File: src/rtl/seg_scan_driver.sv
// seg_scan_driver: time-multiplexed 7-segment display scanner.
//
// Scans NUM_DIGITS common-cathode-style digits (commons active-low). Each digit
// slot lasts SCAN_DIV cycles. The first cycle of each slot is a guard cycle with
// every common released and all segments off. New digit data is staged in
// shadow registers and moves to the display registers only at a frame boundary,
// so a frame is never torn. Digits can blink with a half-period of BLINK_FRAMES
// frames.
//
// Optional feature (compile-time macro LEAD_ZERO_BLANK_EN): leading zero digits
// are shown blank. Digit 0 is never blanked, and the dp is still shown.
//
// Ports:
//   CLK            clock, all state changes on the rising edge
//   RESETN         synchronous active-low reset
//   IN_VALUE       packed 4-bit digit codes, nibble i -> digit i
//   IN_LOAD        one-cycle strobe capturing IN_VALUE / IN_BLINK_MASK / IN_DP_MASK
//   IN_BLINK_MASK  per-digit blink enable
//   IN_DP_MASK     per-digit decimal point enable
//   OUT_SEG        segments, active-high, {dp, g, f, e, d, c, b, a}
//   OUT_COM        digit commons, active-low, at most one low
//   OUT_FRAME      one-cycle pulse with the first guard cycle of digit 0
module seg_scan_driver #(
  parameter int unsigned NUM_DIGITS   = 6,
  parameter int unsigned SCAN_DIV     = 1000,
  parameter int unsigned BLINK_FRAMES = 250
) (
  input  logic                    CLK,
  input  logic                    RESETN,
  input  logic [4*NUM_DIGITS-1:0] IN_VALUE,
  input  logic                    IN_LOAD,
  input  logic [NUM_DIGITS-1:0]   IN_BLINK_MASK,
  input  logic [NUM_DIGITS-1:0]   IN_DP_MASK,
  output logic [7:0]              OUT_SEG,
  output logic [NUM_DIGITS-1:0]   OUT_COM,
  output logic                    OUT_FRAME
);

  localparam int unsigned PrescW = (SCAN_DIV > 1) ? $clog2(SCAN_DIV) : 1;
  localparam int unsigned IdxW   = (NUM_DIGITS > 1) ? $clog2(NUM_DIGITS) : 1;
  localparam int unsigned FrameW = (BLINK_FRAMES > 1) ? $clog2(BLINK_FRAMES) : 1;

  localparam logic [PrescW-1:0] PrescLast = PrescW'(SCAN_DIV - 1);
  localparam logic [IdxW-1:0]   IdxLast   = IdxW'(NUM_DIGITS - 1);
  localparam logic [FrameW-1:0] FrameLast = FrameW'(BLINK_FRAMES - 1);

  function automatic logic [6:0] glyph(input logic [3:0] code);
    case (code)
      4'h0:    glyph = 7'h3F;
      4'h1:    glyph = 7'h06;
      4'h2:    glyph = 7'h5B;
      4'h3:    glyph = 7'h4F;
      4'h4:    glyph = 7'h66;
      4'h5:    glyph = 7'h6D;
      4'h6:    glyph = 7'h7D;
      4'h7:    glyph = 7'h07;
      4'h8:    glyph = 7'h7F;
      4'h9:    glyph = 7'h6F;
      4'hA:    glyph = 7'h40;
      default: glyph = 7'h00;
    endcase
  endfunction

  logic [PrescW-1:0]       presc_q, presc_d;
  logic [IdxW-1:0]         idx_q, idx_d;
  logic [FrameW-1:0]       frame_cnt_q, frame_cnt_d;
  logic                    blink_q, blink_d;
  logic                    frame_start_q;
  logic [4*NUM_DIGITS-1:0] shd_val_q, shd_val_d, disp_val_q, disp_val_d;
  logic [NUM_DIGITS-1:0]   shd_blink_q, shd_blink_d, disp_blink_q, disp_blink_d;
  logic [NUM_DIGITS-1:0]   shd_dp_q, shd_dp_d, disp_dp_q, disp_dp_d;
  logic [7:0]              seg_q, seg_d;
  logic [NUM_DIGITS-1:0]   com_q, com_d;
  logic                    frame_q;

  logic                    presc_tc, wrap;
  logic [NUM_DIGITS-1:0]   lz_blank;
  logic [3:0]              sel_nib;
  logic                    sel_dp, sel_blink, sel_lz;

  // Scan timing, frame/blink counters, shadow and display data.
  always_comb begin
    presc_tc     = (presc_q == PrescLast);
    wrap         = presc_tc && (idx_q == IdxLast);
    presc_d      = presc_tc ? '0 : presc_q + 1'b1;
    idx_d        = idx_q;
    frame_cnt_d  = frame_cnt_q;
    blink_d      = blink_q;
    shd_val_d    = shd_val_q;
    shd_blink_d  = shd_blink_q;
    shd_dp_d     = shd_dp_q;
    disp_val_d   = disp_val_q;
    disp_blink_d = disp_blink_q;
    disp_dp_d    = disp_dp_q;

    if (presc_tc) idx_d = (idx_q == IdxLast) ? '0 : idx_q + 1'b1;

    if (wrap) begin
      if (frame_cnt_q == FrameLast) begin
        frame_cnt_d = '0;
        blink_d     = ~blink_q;
      end else begin
        frame_cnt_d = frame_cnt_q + 1'b1;
      end
      // Old shadow moves to display; a load in this same cycle waits a frame.
      disp_val_d   = shd_val_q;
      disp_blink_d = shd_blink_q;
      disp_dp_d    = shd_dp_q;
    end

    if (IN_LOAD) begin
      shd_val_d   = IN_VALUE;
      shd_blink_d = IN_BLINK_MASK;
      shd_dp_d    = IN_DP_MASK;
    end
  end

`ifdef LEAD_ZERO_BLANK_EN
  logic seen_nz;
  // Walk from the most significant digit; blank zeros until a non-zero digit.
  always_comb begin
    lz_blank = '0;
    seen_nz  = 1'b0;
    for (int i = NUM_DIGITS - 1; i >= 1; i--) begin
      if (disp_val_q[4*i +: 4] != 4'h0) seen_nz = 1'b1;
      lz_blank[i] = ~seen_nz;
    end
  end
`else
  assign lz_blank = '0;
`endif

  // Output decode from the current scan state; registered below.
  always_comb begin
    sel_nib   = 4'h0;
    sel_dp    = 1'b0;
    sel_blink = 1'b0;
    sel_lz    = 1'b0;
    com_d     = '1;
    seg_d     = 8'h00;
    for (int i = 0; i < NUM_DIGITS; i++) begin
      if (idx_q == IdxW'(i)) begin
        sel_nib   = disp_val_q[4*i +: 4];
        sel_dp    = disp_dp_q[i];
        sel_blink = disp_blink_q[i];
        sel_lz    = lz_blank[i];
      end
    end
    if (presc_q != '0) begin
      for (int i = 0; i < NUM_DIGITS; i++) begin
        com_d[i] = (idx_q != IdxW'(i));
      end
      if (!(blink_q && sel_blink)) begin
        seg_d[7]   = sel_dp;
        seg_d[6:0] = sel_lz ? 7'h00 : glyph(sel_nib);
      end
    end
  end

  always_ff @(posedge CLK) begin
    if (!RESETN) begin
      presc_q       <= '0;
      idx_q         <= '0;
      frame_cnt_q   <= '0;
      blink_q       <= 1'b0;
      frame_start_q <= 1'b0;
      shd_val_q     <= {NUM_DIGITS{4'hF}};
      shd_blink_q   <= '0;
      shd_dp_q      <= '0;
      disp_val_q    <= {NUM_DIGITS{4'hF}};
      disp_blink_q  <= '0;
      disp_dp_q     <= '0;
      seg_q         <= 8'h00;
      com_q         <= '1;
      frame_q       <= 1'b0;
    end else begin
      presc_q       <= presc_d;
      idx_q         <= idx_d;
      frame_cnt_q   <= frame_cnt_d;
      blink_q       <= blink_d;
      // Marks the digit-0 guard state that follows a real wrap (not reset).
      frame_start_q <= wrap;
      shd_val_q     <= shd_val_d;
      shd_blink_q   <= shd_blink_d;
      shd_dp_q      <= shd_dp_d;
      disp_val_q    <= disp_val_d;
      disp_blink_q  <= disp_blink_d;
      disp_dp_q     <= disp_dp_d;
      seg_q         <= seg_d;
      com_q         <= com_d;
      frame_q       <= frame_start_q;
    end
  end

  assign OUT_SEG   = seg_q;
  assign OUT_COM   = com_q;
  assign OUT_FRAME = frame_q;

endmodule

File: config.mk
export PLATFORM = sky130hd
export DESIGN_NAME = seg_scan_driver
export DESIGN_NICKNAME = d
export VERILOG_FILES = /design/src/rtl/seg_scan_driver.sv
export SDC_FILE = /design/constraint.sdc
export NUM_CORES = 1
export LEC_CHECK = 0
export ABC_CLOCK_PERIOD_IN_PS = 4500
export CORE_MARGIN = 4
export CORE_UTILIZATION = 50
export CTS_CLUSTER_SIZE = 25
export DETAILED_ROUTE_END_ITERATION = 8
export GPL_ROUTABILITY_DRIVEN = 0
export GPL_TIMING_DRIVEN = 0
export HOLD_SLACK_MARGIN = 0.05
export MAX_ROUTING_LAYER = met4
export PLACE_DENSITY = 0.71
export SLEW_MARGIN = 15
export SYNTH_ARGS = -nofsm -noshare
export SYNTH_HDL_FRONTEND = slang
export SYNTH_SLANG_ARGS = --single-unit
File: constraint.sdc
create_clock -name CLK -period 4.5 [get_ports CLK]
set_input_delay 0.675 -clock CLK [delete_from_list [all_inputs] [get_ports CLK]]
set_output_delay 0.675 -clock CLK [all_outputs]
set_load 0.005 [all_outputs]
==> impl_metrics.toml <==
[power_and_ir_drop]
p_switching_uw = 397
sw_frac_of_total_pct = 23.2
internal-power_mw = 1.31
power_frac_clock_pct = 34.9
share_comb_of_total_power_pct = 6.0
p_per_area_nw_per_um2 = 320
p_leak_nw = 2.17
power_frac_seq_pct = 59.1
irDropWorstVdd_uv = 213

[clock_network]
cts-root-buf = "clkbuf_8"
cts_resized = 0
clkTransAtPathRegs_ps = 100
clkLatencyLatePin_ps = 370
htree_levels = 3
cts_buffers = 9
cts.sinks = 110
cts_tree = "built"
hold_buffers = 0
clock_path_buffers = 2
post_cts_buffers = 0

[placement]
port_buffers = 51
placed_cells = 661
dp_hpwl_um = 6570
dpl_worst_slack_ps = 1390

[sta]
fin_skew_ps = 13.4
drv_slew = 0
setup_viol = 0
worst_slew_pin_slew_ps = 755
period_minus_slack_ps = 3180
fin_crit_sh_pct = 70.8
tns_ps = 0
slew_headroom_pct = 49.7
hold_viol = 0
worst_slack_ps = 1320
max_freq_mhz = 314
rsz0062_at_grt = "no"

[floorplan]
chipHeight_um = 103
dieArea_um2 = 10600
design.core.area_um2 = 8720
dieWidth_um = 103
initial_core_util_pct = 51.5
row_count = 34
io_pins = 54

[critical_path]
start_kind = "flop"
crit_path_max_fanout = 10
worstSetupEndpointType = "flop"
critical_path_required_ps = 4760
critPathKind = "flop to flop"
cp.arrival_ps = 3440

[grt]
grt_usage_pct = 18.3
grt_max_degree = 19
grt_pass1_vias = 3129
globalRouteOverflowTotal = 0
antenna_found_initial = 0
grt_pass1_wl_um = 14800

[routing]
firstDrtPassIters = 4
met3WireLength_um = 451
wl_per_cell_um = 13.4
postRouteAntennaNets = 0
wl_met2_um = 3950
via_per_inst = 5.12
top_layer = "met4"
drt_iter0_drc = 124
drcViolationCount = 0
postRouteWirelength_um = 9050
vias = 3469
met1Wirelength_um = 4470

[run_status]
status = "completed"

[synth]
synth.avg_cell_area_um2 = 8.94
ys_seq_elements = 110
synth_area_um2 = 4490
async_flop_share_pct = 0
yosysSeqAreaShare_pct = 49.1
syn_inst = 502
yosysWarnings = 0
netlist-cell-type-count = 40
synth_top_area_share_pct = 49.1
syn-num-nets = 552
netlist_top_cells_area = "dfxtp_1, mux2i_1, nand2_1"
synth_ff_type = "dfxtp_1"
synth_top_area_cell = "dfxtp_1"
synth_enable_flop_cells = 0

[finish]
fin_cells = 677
final_nets = 614
diodes = 0
drive_gt1_share_pct = 5.62
area_growth_pct = 18.7

[flow_run]
maxCapViolCount = 0

[worst_hold_path]
hold_class = "flop to flop"
-- layout make-up --
type	instances	area [um2]
buffer	30	158
clock buffer	9	124
clock inverter	7	71.3
fill	750	3390
inverter	11	41.3
multi-input combinational	351	2090
sequential	110	2200
tap	108	135
timing repair buffer	51	510
-- synthesized netlist by cell type (2+ instances only) --
master	instances
buf_6	3
nor2_1	45
o21ai_0	7
buf_2	6
nand4_1	4
and2_1	2
nor3b_1	2
a211o_1	2
dfxtp_1	110
ha_1	11
nand3_1	36
nand3b_1	6
xnor2_1	5
or3_1	5
mux2i_1	54
xor2_1	12
inv_1	11
a221oi_1	2
nor4b_1	2
nor2b_1	2
nor3_1	5
clkbuf_1	17
and3_1	2
buf_4	4
nand2_1	112
a21oi_1	21
-- registers in the layout, indices dropped and copies added (netlist names) --
name           count
blink_q            1
disp_val_q        24
idx_q              3
OUT_FRAME          1
shd_blink_q        6
disp_dp_q          6
shd_val_q         24
presc_q           10
frame_start_q      1
shd_dp_q           6
disp_blink_q       6
frame_cnt_q        8
OUT_SEG            8
OUT_COM            6
-- power by group through the flow --
| stage | Sequential, mW | Clock, mW | Combinational [mW] |
|---|---|---|---|
| after global routing | 1.01 | 0.642 | 0.113 |
| after CTS | 1.01 | 0.606 | 0.104 |
| after global placement | 1.03 | 0 | 0.100 |
| final | 1.01 | 0.597 | 0.102 |
| after floorplan | 1.03 | 0 | 0.0557 |
| after detailed placement | 1.03 | 0 | 0.103 |
-- metal layers --
layer  GRT usage [%]  up-vias
met2            28.0       67
met3            3.52       13
met1            24.0     1603
met4            7.17        0
li1                -     1786
met5               -        -
-- layout by cell type, fill, tap and decap left out, types with 4 or more instances in the layout --
master           synthesis  layout
mux2i_1                 54      54
clkdlybuf4s50_1          0      51
nand3b_1                 6       6
a21oi_1                 21      21
clkbuf_1                17      17
buf_2                    6       6
xor2_1                  12      12
nand2_1                112     112
nor3_1                   5       5
buf_4                    4       4
inv_1                   11      11
clkbuf_8                 0       9
or3_1                    5       5
nand3_1                 36      36
nor2_1                  45      45
o21ai_0                  7       7
ha_1                    11      11
nand4_1                  4       4
xnor2_1                  5       5
dfxtp_1                110     110
-- cell families after synthesis --
group | count (synthesis) | synth area share, %
buf+inv | 41 | 4.43
compound gates | 41 | 5.46
mux | 54 | 12.0
flops | 110 | 49.1
xor+xnor | 17 | 3.32
fa+ha+maj | 11 | 3.07
simple gates | 228 | 22.6
-- through the flow --
step / instance area (um2) / util (%) / total power [mW] / hold WS, ps
3_5_place_dp: 5130 / 58.9 / 1.14 / 424
2_1_floorplan: 4490 / - / 1.08 / 412
3_3_place_gp: 5130 / 58.9 / 1.13 / 420
4_1_cts: 5330 / 61.1 / 1.72 / 449
6_report: 5330 / 61.1 / 1.71 / 446
5_1_grt: 5330 / 61.1 / 1.77 / 471
-- worst paths after layout --
kind                       startpoint               endpoint  slack (ps)  depth (start not counted)
min reg2reg  frame_start_q$_SDFF_PN0_   OUT_FRAME$_SDFF_PN0_         450                          1
min          frame_start_q$_SDFF_PN0_   OUT_FRAME$_SDFF_PN0_         450                          1
max             idx_q[0]$_SDFFE_PN0N_  OUT_SEG[5]$_SDFF_PP0_        1320                         13
max reg2reg     idx_q[0]$_SDFFE_PN0N_  OUT_SEG[5]$_SDFF_PP0_        1320                         13
-- worst max-delay path: stages, from the launching register on --
cell      delay, ps
dfxtp_1         390
buf_4           220
clkbuf_1        240
and2_1          200
ha_1            170
buf_2           190
nor4b_1         620
a211o_1         380
inv_1           120
ha_1            210
inv_1            50
nor2_1           40
o21ai_0         150
a21oi_1          80
Power figures use the tool's default switching activity.
